## config.mk

```make
export PLATFORM = sky130hd
export DESIGN_NAME = pipeline_ctrl
export DESIGN_NICKNAME = d
export VERILOG_FILES = /design/src/rtl/pipeline_ctrl.sv
export SDC_FILE = /design/constraint.sdc
export NUM_CORES = 1
export LEC_CHECK = 0
export BUFFER_PORTS_ARGS = -buffer_cell sky130_fd_sc_hd__buf_4
export CAP_MARGIN = 15
export CORE_MARGIN = 2
export CORE_UTILIZATION = 53
export DETAILED_ROUTE_END_ITERATION = 6
export PLACE_DENSITY = 0.84
export SLEW_MARGIN = 30
export SYNTH_ARGS = -nofsm -noshare
export SYNTH_HDL_FRONTEND = slang
export SYNTH_SLANG_ARGS = --single-unit
```

## constraint.sdc

```tcl
create_clock -name clk -period 4.7 [get_ports clk]
set_input_delay 0.94 -clock clk [delete_from_list [all_inputs] [get_ports clk]]
set_output_delay 0.94 -clock clk [all_outputs]
set_load 0.01 [all_outputs]
```

## src/rtl/pipeline_ctrl.sv

```systemverilog
// Hazard and sequencing controller for the 5-stage RV32 pipeline.
// Resolves load-use stalls, MEM-stage redirects and multi-cycle MDU holds, and keeps perf counters.
//
// state    | meaning
// RUN      | normal issue; load-use detection active
// MDU_WAIT | MDU op held in EX; mdu_cnt cycles of stall remain
module pipeline_ctrl #(
    parameter int MDU_LATENCY = 32,
    parameter int CNT_W       = 32
) (
    input  logic             clk,
    input  logic             rst,
    input  logic [4:0]       rs1_id_ctrl,
    input  logic [4:0]       rs2_id_ctrl,
    input  logic             rs1_used_id_ctrl,
    input  logic             rs2_used_id_ctrl,
    input  logic [4:0]       rd_ex_ctrl,
    input  logic             mem_read_ex_ctrl,
    input  logic             mdu_start_ex_ctrl,
    input  logic             branch_mem_ctrl,
    output logic             stall_if,
    output logic             stall_id,
    output logic             stall_ex,
    output logic             flush_id,
    output logic             flush_ex,
    output logic             flush_mem,
    output logic             mdu_done,
    output logic             mdu_abort,
    output logic [CNT_W-1:0] stall_cnt,
    output logic [CNT_W-1:0] redirect_cnt
);

    typedef enum logic {RUN, MDU_WAIT} state_t;

    localparam logic [7:0] MDU_LOAD = 8'(MDU_LATENCY - 1);

    state_t     state;
    logic [7:0] mdu_cnt;
    logic       load_use;

    assign load_use = mem_read_ex_ctrl && (rd_ex_ctrl != 5'd0) &&
                      ((rs1_used_id_ctrl && (rs1_id_ctrl == rd_ex_ctrl)) ||
                       (rs2_used_id_ctrl && (rs2_id_ctrl == rd_ex_ctrl)));

    // Priority: redirect > MDU > load-use; everything is held low while in reset.
    always_comb begin
        stall_if  = 1'b0;
        stall_id  = 1'b0;
        stall_ex  = 1'b0;
        flush_id  = 1'b0;
        flush_ex  = 1'b0;
        flush_mem = 1'b0;
        mdu_done  = 1'b0;
        mdu_abort = 1'b0;
        if (!rst) begin
            if (branch_mem_ctrl) begin
                flush_id  = 1'b1;
                flush_ex  = 1'b1;
                flush_mem = 1'b1;
                mdu_abort = (state == MDU_WAIT) || mdu_start_ex_ctrl;
            end else if (state == MDU_WAIT) begin
                if (mdu_cnt != 8'd0) begin
                    stall_if  = 1'b1;
                    stall_id  = 1'b1;
                    stall_ex  = 1'b1;
                    flush_mem = 1'b1;
                end else begin
                    mdu_done = 1'b1;
                end
            end else if (mdu_start_ex_ctrl) begin
                stall_if  = 1'b1;
                stall_id  = 1'b1;
                stall_ex  = 1'b1;
                flush_mem = 1'b1;
            end else if (load_use) begin
                stall_if = 1'b1;
                stall_id = 1'b1;
                flush_ex = 1'b1;
            end
        end
    end

    always_ff @(posedge clk or posedge rst) begin
        if (rst) begin
            state        <= RUN;
            mdu_cnt      <= 8'd0;
            stall_cnt    <= '0;
            redirect_cnt <= '0;
        end else begin
            if (branch_mem_ctrl) begin
                state        <= RUN;
                mdu_cnt      <= 8'd0;
                redirect_cnt <= redirect_cnt + CNT_W'(1);
            end else if (state == MDU_WAIT) begin
                if (mdu_cnt != 8'd0) begin
                    mdu_cnt <= mdu_cnt - 8'd1;
                end else begin
                    state <= RUN;
                end
            end else if (mdu_start_ex_ctrl) begin
                state   <= MDU_WAIT;
                mdu_cnt <= MDU_LOAD;
            end
            if (stall_if) begin
                stall_cnt <= stall_cnt + CNT_W'(1);
            end
        end
    end

endmodule

```

==> results.cfg, run 1 <==
[floorplanning]
die_area_sq_um = 7470
rows = 30
core_sq_um = 6680
start_util_pct = 53.9
ios = 94
die_w_um = 86.4
die_h_um = 86.4

[clocking]
clk_pin_slew_ns = 0.08
cts_max_level = 3
ctsHoldBuffers = 0
cts_resized = 0
clock-sinks = 73
clockBufferDepth = 2
tritoncts = done
root_buffer = clkbuf_8
cts_buffers = 9
clk_latency_ns = 0.34
postCtsSetupRepairBufs = 0

[route]
viasPerCell = 5.43
drt_iter0_markers = 97
antenna_left = 0
num_vias = 2873
routed_wirelength_mm = 7.75
wl_per_cell_um = 14.7
drt_pass1_iterations = 5
drc = 0

[timing]
finClkSkew_ns = 0.00955
tightest_slew_ns = 0.840
relSlewSlack_pct = 43.5
rsz0062_at_grt = false
tns_ns = 0
layout_min_cycle_time_ns = 3.57
setup_viol = 0
hold_violations = 0
fmax_mhz = 280
fin_crit_sh_pct = 76.0
maxSlewViolCount = 0

[critical_path]
critPathCaptureType = output pin
critPathMaxStageDelay_ns = 0.52
critPathBufInv = 4
r2r_cells = 8
cp_data_required_time_ns = 3.76
cpMaxStageDelayCell = or4_1
crit_type = in2out
critPathMaxFanout = 25
worst_path_dominant_cell_family = buffers and inverters
path_depth = 8
startpoint_type = primary input
crit_arrival_ns = 2.63
cp_common_cell = buf_4
cp_cell_sequence = buf_4 > or4_1 > o21ai_1 > nor4_4 > a21oi_4 > buf_4 > inv_2 > buf_4

[global_routing]
grt-ovfl-total = 0
grt_pass1_wl_mm = 12.8
grt_pass1_vias = 2758
gr-usage-all-layers_pct = 21.7
grt_max_degree = 74
antenna_found_initial = 0

[power_and_ir_drop]
swShare_pct = 27.9
p_int_mw = 1.16
combPwrFrac_pct = 17.6
power.static_leakage_nw = 2.30
vdd_drop_max_uv = 244
power_switching_mw = 0.449
seq_power_share_pct = 47.5
powerDensity_nw_per_um2 = 350
power_frac_clock_pct = 34.8
power_mw = 1.61

[yosys]
ys_types = 46
synth-seq-cells = 73
synthFlopType = dfrtp_1
synth-edff-count = 0
postSynthNetCount = 373
yosysWarningCount = 0
synth.avg_cell_area_sq_um = 10.4
mappedNetlistArea_sq_um = 3600
synthArstFlopShare_pct = 100
synthCells = 347
yosysSeqAreaShare_pct = 50.7

[cells_and_area]
fillers = 510
drive_above_1_share_pct = 28.1
design_area_sq_um = 4590
area_growth_pct = 27.6
num-nets-final = 470
utilization_pct = 68.8
multi_input_area_sq_um = 1680
seq_area_sq_um = 1830
antennaDiodeCount = 0

[worst_hold_path]
min_delay_path_depth = 1
hp-class = reg2reg

[run_status]
status = completed

[run]
maxCapViolCount = 0

[placement]
dpl.hpwl_mm = 5.53
port_buffers = 93
routabilityCongestion = 0.845
place_area_sq_um = 4360
cell families (layout without fill, tap and decap cells):
| family | Yosys count | in the layout | synth area share (%) |
|---|---|---|---|
| AO/OA/AOI/OAI | 22 | 22 | 4.55 |
| adder cells (fa/ha/maj) | 4 | 4 | 1.39 |
| AND/OR/NAND/NOR | 153 | 153 | 22.5 |
| buffers and inverters | 21 | 123 | 2.68 |
| multiplexers | 2 | 2 | 0.626 |
| XOR/XNOR | 72 | 72 | 17.5 |
| flip-flops | 73 | 73 | 50.7 |
per-stage QoR:
step / hold WS [ns] / cells / setup slack, ns
finish: 0.479 / 529 / 1.13
floorplan: 0.486 / 347 / 0.400
global placement: 0.458 / 513 / 1.17
detailed placement: 0.472 / 513 / 1.15
global route: 0.504 / 529 / 1.06
CTS: 0.482 / 529 / 1.13
worst reg2reg max path, delay by kind of cell, from the launching register on:
| kind | cells | cell delay, ns |
|---|---|---|
| flip-flops | 1 | 0.59 |
| XOR/XNOR | 1 | 0.14 |
| buffers and inverters | 3 | 0.51 |
| AND/OR/NAND/NOR | 2 | 0.82 |
| AO/OA/AOI/OAI | 2 | 0.36 |
per-layer routing:
layer | global-route usage (%) | routed length, um | vias to the layer above
met4 | 9.09 | 143 | 0
met3 | 3.05 | 296 | 11
met2 | 35.1 | 3810 | 79
met1 | 29.5 | 3500 | 1400
li1 | - | - | 1383
met5 | 0 | 0 | -
state kept, by name, indices dropped and copies added, names as in the netlist:
signal        count
redirect_cnt     32
stall_cnt        32
mdu_cnt           8
state             1
power by group through the flow:
stage	logic (mW)	clock network [mW]	registers, mW
floorplan	0.142	0	0.783
global placement	0.276	0	0.774
detailed placement	0.286	0	0.776
CTS	0.288	0.568	0.764
global route	0.317	0.594	0.777
finish	0.284	0.560	0.765
final cells by class:
type,instances,area share [%]
flip-flops and latches,73,39.8
multi-input cells,253,36.5
repair buffers,95,15.6
clock buffers,11,3.30
well taps,80,2.18
clock inverters,5,1.69
inverters,12,0.980
cells in the mapped netlist (4+ instances only):
library cell	count	share of area [%]
dfrtp_1	73	51
xnor2_1	38	9.2
xor2_1	34	8.3
nor2_1	33	3.4
nand2_1	29	3.0
nand3_1	21	2.9
nor3_1	17	2.4
nand4_1	13	2.3
inv_1	11	1.1
and3_1	8	1.4
a21oi_1	7	0.97
nor4_1	6	1.0
a311oi_1	4	0.97
ha_1	4	1.4
or2_2	4	0.70
final timing paths:
path / start / end / slack, ns
setup / recovery: rd_ex_ctrl[1] / stall_if / 1.13
hold / removal: redirect_cnt[31] / redirect_cnt[31] / 0.48
setup reg to reg: state / stall_cnt[14] / 2.18
hold reg to reg: redirect_cnt[31] / redirect_cnt[31] / 0.48
max in group asynchronous: rst / redirect_cnt[19] / 3.41
min in group asynchronous: rst / mdu_cnt[2] / 0.83
cells in the final DEF (no fill, tap or decap), drive strengths merged, types with 11 or more instances in the layout:
cell,synthesis,final
dfrtp,73,73
nor3,17,17
nand3,22,22
nor2,34,34
xor2,34,34
clkbuf,3,11
xnor2,38,38
buf,6,95
nand2,29,29
nand4,13,13
inv,12,12
(Power assumes the default switching activity.)
==> inputs of run 2 (changes only) <==
==> constraint.sdc (replaced) <==
create_clock -name clk -period 3.7 [get_ports clk]
set_input_delay 0.74 -clock clk [delete_from_list [all_inputs] [get_ports clk]]
set_output_delay 0.74 -clock clk [all_outputs]
set_load 0.01 [all_outputs]
==> run 2 against run 1 <==
  * Via count increased by 1.5%
  * Die area is the same
  * Core utilization grew 0.28 points
  * Sequential power increased by 27%
  * Cell area increased by 0.41%
  * Combinational power rose by 27%
==> results.cfg, run 2 (synthesis gave the netlist of run 1 again) <==
[power_and_ir_drop]
combPwrFrac_pct = 17.3
power.static_leakage_nw = 2.30
vdd_drop_max_uv = 380
seq_power_share_pct = 46.5
swShare_pct = 27.1
powerDensity_nw_per_um2 = 453
p_int_mw = 1.52
power_mw = 2.09
power_switching_mw = 0.567
power_frac_clock_pct = 36.1

[floorplanning]
ios = 94
die_area_sq_um = 7470
core_sq_um = 6680
rows = 30
die_h_um = 86.4
die_w_um = 86.4
start_util_pct = 53.9

[route]
wl_per_cell_um = 14.5
drc = 0
drt_iter0_markers = 98
drt-met1-wl_mm = 3.51
dr_wl_met3_um = 347
num_vias = 2916
routed_wirelength_mm = 7.68
drt_pass1_iterations = 4
antenna_left = 0
dr_wl_met2_mm = 3.68
viasPerCell = 5.51
top_layer = met4

[global_routing]
grt_max_degree = 74
grt-ovfl-total = 0
grt_pass1_wl_mm = 12.3
grt_pass1_vias = 2656
gr-usage-all-layers_pct = 20.6
antenna_found_initial = 0

[timing]
fmax_mhz = 333
setup_viol = 0
tightest_slew_ns = 0.797
hold_violations = 0
finClkSkew_ns = 0.00678
layout_min_cycle_time_ns = 3.00
whs_ns = 0.470
tns_ns = 0
relSlewSlack_pct = 46.4
maxSlewViolCount = 0
rsz0062_at_grt = false
fin_crit_sh_pct = 81.2

[critical_path]
critPathCaptureType = output pin
crit_arrival_ns = 2.26
crit_type = reg2out
critPathMaxFanout = 13
cp_data_required_time_ns = 2.96
startpoint_type = register

[clocking]
clockBufferDepth = 2
postCtsSetupRepairBufs = 0
tritoncts = done
clock-sinks = 73
cts_max_level = 3
cts_resized = 0
clk_pin_slew_ns = 0.07
clk_latency_ns = 0.34
root_buffer = clkbuf_8
cts_buffers = 9
ctsHoldBuffers = 0

[run_status]
status = completed

[cells_and_area]
area_growth_pct = 28.2
layout_common_cells = buf_4, dfrtp_1, xnor2_1, xor2_1, nor2_1
fillers = 522
multi_input_area_sq_um = 1680
reg_top3 = redirect_cnt x32, stall_cnt x32, mdu_cnt x8
antennaDiodeCount = 0
num-nets-final = 470
mostFrequentLayoutCell = buf_4
seq_area_sq_um = 1830
drive_above_1_share_pct = 27.8

[run]
maxCapViolCount = 0

[worst_hold_path]
hp-class = reg2reg

[placement]
port_buffers = 93
dpl.hpwl_mm = 5.42
routabilityCongestion = 0.805
## run 2: cell count changes in the layout (fill, tap and decap cells not counted), sizes merged
cell      change
clkinv        -1
inv           -1
clkinvlp      +1
bufinv        +1
## run 2: routing by layer
metal / vias up / global-route usage, %
li1: 1384 / -
met1: 1444 / 28.0
met2: 75 / 32.2
met3: 13 / 5.14
met4: 0 / 7.81
met5: - / 0
## run 2: power groups by stage
stage	Combinational, mW	Sequential, mW	Clock [mW]
after detailed placement	0.365	0.987	0
after CTS	0.368	0.973	0.768
after global routing	0.399	0.986	0.809
final	0.362	0.973	0.756
after floorplan	0.180	0.995	0
after global placement	0.352	0.985	0
## run 2: final timing paths
kind	start	end	slack, ns	depth (start not counted)
max	state	flush_mem	0.70	4
max reg2reg	state	stall_cnt[24]	1.27	7
max in group asynchronous	rst	stall_cnt[19]	2.61	3
min	stall_cnt[31]	stall_cnt[31]	0.47	1
min reg2reg	stall_cnt[31]	stall_cnt[31]	0.47	1
min in group asynchronous	rst	stall_cnt[16]	0.67	3
## run 2: layout make-up
type	instances	area share [%]
Inverter	12	1.06
Tap cell	80	2.17
Sequential cell	73	39.6
Multi-Input combinational cell	253	36.3
Clock buffer	11	3.06
Clock inverter	5	2.22
Timing Repair Buffer	95	15.5
## run 2: per-stage QoR
step	setup slack (ns)	area, sq um	instances	util (%)
final	0.695	4610	529	69.0
after detailed placement	0.831	4370	513	65.3
after global placement	0.831	4370	513	65.3
after global routing	0.572	4610	529	69.0
after floorplan	0.268	3600	347	-
after CTS	0.709	4610	529	69.0
## run 2: critical path, stage by stage, from the launching register on
cell     delay (ns)
dfrtp_1        0.59
or4bb_1        0.62
o21ai_0        0.43
a21oi_1        0.13
buf_4          0.16
==> inputs of run 3 (changes only) <==
--- a/config.mk
+++ b/config.mk
@@ -5,10 +5,11 @@
 export SDC_FILE = /design/constraint.sdc
 export NUM_CORES = 1
 export LEC_CHECK = 0
+export ABC_AREA = 1
 export BUFFER_PORTS_ARGS = -buffer_cell sky130_fd_sc_hd__buf_4
 export CAP_MARGIN = 15
 export CORE_MARGIN = 2
-export CORE_UTILIZATION = 53
+export CORE_UTILIZATION = 55
 export DETAILED_ROUTE_END_ITERATION = 6
 export PLACE_DENSITY = 0.84
 export SLEW_MARGIN = 30
==> constraint.sdc (replaced) <==
create_clock -name clk -period 3 [get_ports clk]
set_input_delay 0.6 -clock clk [delete_from_list [all_inputs] [get_ports clk]]
set_output_delay 0.6 -clock clk [all_outputs]
set_load 0.01 [all_outputs]
==> run 3 against run 2 <==
  * Count of clock-buffer cells in the layout decreased by 1
  * Largest cell class is now multi-input gates
  * Global-route usage increased by 5.3 points
  * Core utilization decreased by 0.11 points
  * Highest routed layer unchanged
==> results.cfg, run 3 <==
[yosys]
yosysSeqAreaShare_pct = 39.0
synth_top_family_by_area = simple AND/OR/NAND/NOR gates
synth-edff-count = 0
synth_compound_area_share_pct = 1.89
synth_most_common_cell = nand2_1
synthFlopType = dfrtp_1
ys_types = 32
synth_area_leaders = dfrtp_1, nand2_1, xor2_1
synthArstFlopShare_pct = 100
synthXorXnorAreaFrac_pct = 8.91
synth_top_cell_by_area = dfrtp_1
postSynthNetCount = 667
synthSimpleGateAreaFrac_pct = 41.9
mappedNetlistArea_sq_um = 4690
netlist_top_cells_count = nand2_1, dfrtp_1, nor2_1, inv_1, nand3_1
synth_top_cell_area_share_pct = 39.0
synth-seq-cells = 73
synthMuxAreaShare_pct = 0
yosysWarningCount = 0
synthCells = 641
yosys.area_share.adder_pct = 1.07
synth.avg_cell_area_sq_um = 7.31

[critical_path]
crit_type = reg2out
cp_data_required_time_ns = 2.40
crit_arrival_ns = 2.04
crit_path_start = mdu_cnt[0]
r2r_end = stall_cnt[30]
critPathMaxFanout = 33
r2r_cells = 10
critPathCaptureType = output pin
r2r_slack_ns = 1.22
r2r_start = stall_cnt[0]
endpoint = stall_ex
startpoint_type = register

[cells_and_area]
antennaDiodeCount = 0
reg_top3 = redirect_cnt x32, stall_cnt x32, mdu_cnt x8
utilization_pct = 68.9
num-nets-final = 763
instances_no_fill = 847
mostFrequentLayoutCell = nand2_1
fillers = 728
drive_above_1_share_pct = 21.8
layout_common_cells = nand2_1, buf_4, dfrtp_1, nor2_1, inv_1
area_growth_pct = 21.4

[power_and_ir_drop]
power.static_leakage_nw = 3.03
powerDensity_nw_per_um2 = 460
power_mw = 2.62
vdd_drop_max_uv = 424

[timing]
relSlewSlack_pct = 60.9
whs_ns = 0.418
tightest_slew_ns = 0.586
tns_ns = 0
maxSlewViolCount = 0
finClkSkew_ns = 0.0117
fin_crit_sh_pct = 88.0
setup_viol = 0
rsz0062_at_grt = false
layout_min_cycle_time_ns = 2.64
fmax_mhz = 379
hold_violations = 0

[clocking]
cts_resized = 0
ctsHoldBuffers = 0
cts_buffers = 9
postCtsSetupRepairBufs = 0
root_buffer = clkbuf_8
clock-sinks = 73
cts_max_level = 3
tritoncts = done
clk_latency_ns = 0.36
clockBufferDepth = 2
clk_pin_slew_ns = 0.09

[placement]
post-place-cells = 831
port_buffers = 93
dpl.hpwl_mm = 8.39
routabilityCongestion = 0.980

[floorplanning]
die_w_um = 96.3
die_h_um = 96.3
rows = 33
ios = 94
start_util_pct = 56.8
die_area_sq_um = 9280
core_sq_um = 8260

[route]
wl_per_cell_um = 13.1
routed_wirelength_mm = 11.1
drt_iter0_markers = 195
antenna_left = 0
num_vias = 4361
drc = 0
viasPerCell = 5.15
drt_pass1_iterations = 4

[worst_hold_path]
hp-class = in2async

[global_routing]
gr-usage-all-layers_pct = 26.0
grt_pass1_wl_mm = 18.9
antenna_found_initial = 0
grt_max_degree = 48
grt_pass1_vias = 4149
grt-ovfl-total = 0

[run_status]
status = completed

[run]
maxCapViolCount = 0
## run 3: power breakdown
part	internal (mW)	switching, mW	total [mW]
sequential	1.07	0.159	1.23
clock	0.419	0.418	0.837
combinational	0.240	0.312	0.552
## run 3: per-layer routing
metal | share of wire [%] | GRT usage, % | wire length [um]
met1 | 44 | 33.5 | 4900
met2 | 49 | 44.7 | 5490
met3 | 4.6 | 3.21 | 508
met4 | 2.1 | 9.39 | 229
met5 | 0 | 0 | 0
## run 3: worst min-delay path by stage
stage	endpoint	cells after the start
2_1_floorplan	mdu_cnt[7]	2
3_3_place_gp	redirect_cnt[31]	1
3_5_place_dp	redirect_cnt[31]	1
4_1_cts	redirect_cnt[8]	3
5_1_grt	redirect_cnt[8]	3
6_report	mdu_cnt[6]	3
## run 3: stage by stage
stage,setup WS (ns),cell area (sq um)
4_1_cts,0.357,5690
3_5_place_dp,0.617,5480
3_3_place_gp,0.638,5480
2_1_floorplan,-0.00881,4710
5_1_grt,0.182,5690
6_report,0.359,5690
## run 3: cell type report
class | instances | area, sq um | area share, %
flip-flops and latches | 73 | 1830 | 32.1
inverters | 69 | 263 | 4.62
repair buffers | 97 | 728 | 12.8
well taps | 105 | 131 | 2.31
clock buffers | 10 | 138 | 2.42
clock inverters | 6 | 73.8 | 1.30
multi-input cells | 487 | 2530 | 44.5
## run 3: cells by family (layout without fill, tap and decap cells)
kind of cell               after synthesis  after routing
and+or+nand+nor                        420            420
adders and majority gates                4              4
DFF                                     73             73
xor gates and xnor gates                46             46
AOI/OAI and AO/OA                       17             17
buffers and inverters                   81            182
## run 3: critical path, stage by stage (launching register included)
cell     delay (ns)
dfrtp_1        0.40
inv_1          0.10
ha_1           0.16
nand2_1        0.05
nor2_1         0.13
nand2_2        0.08
inv_2          0.06
nor2_1         0.06
nand3_4        0.08
buf_4          0.34
inv_1          0.07
buf_4          0.15
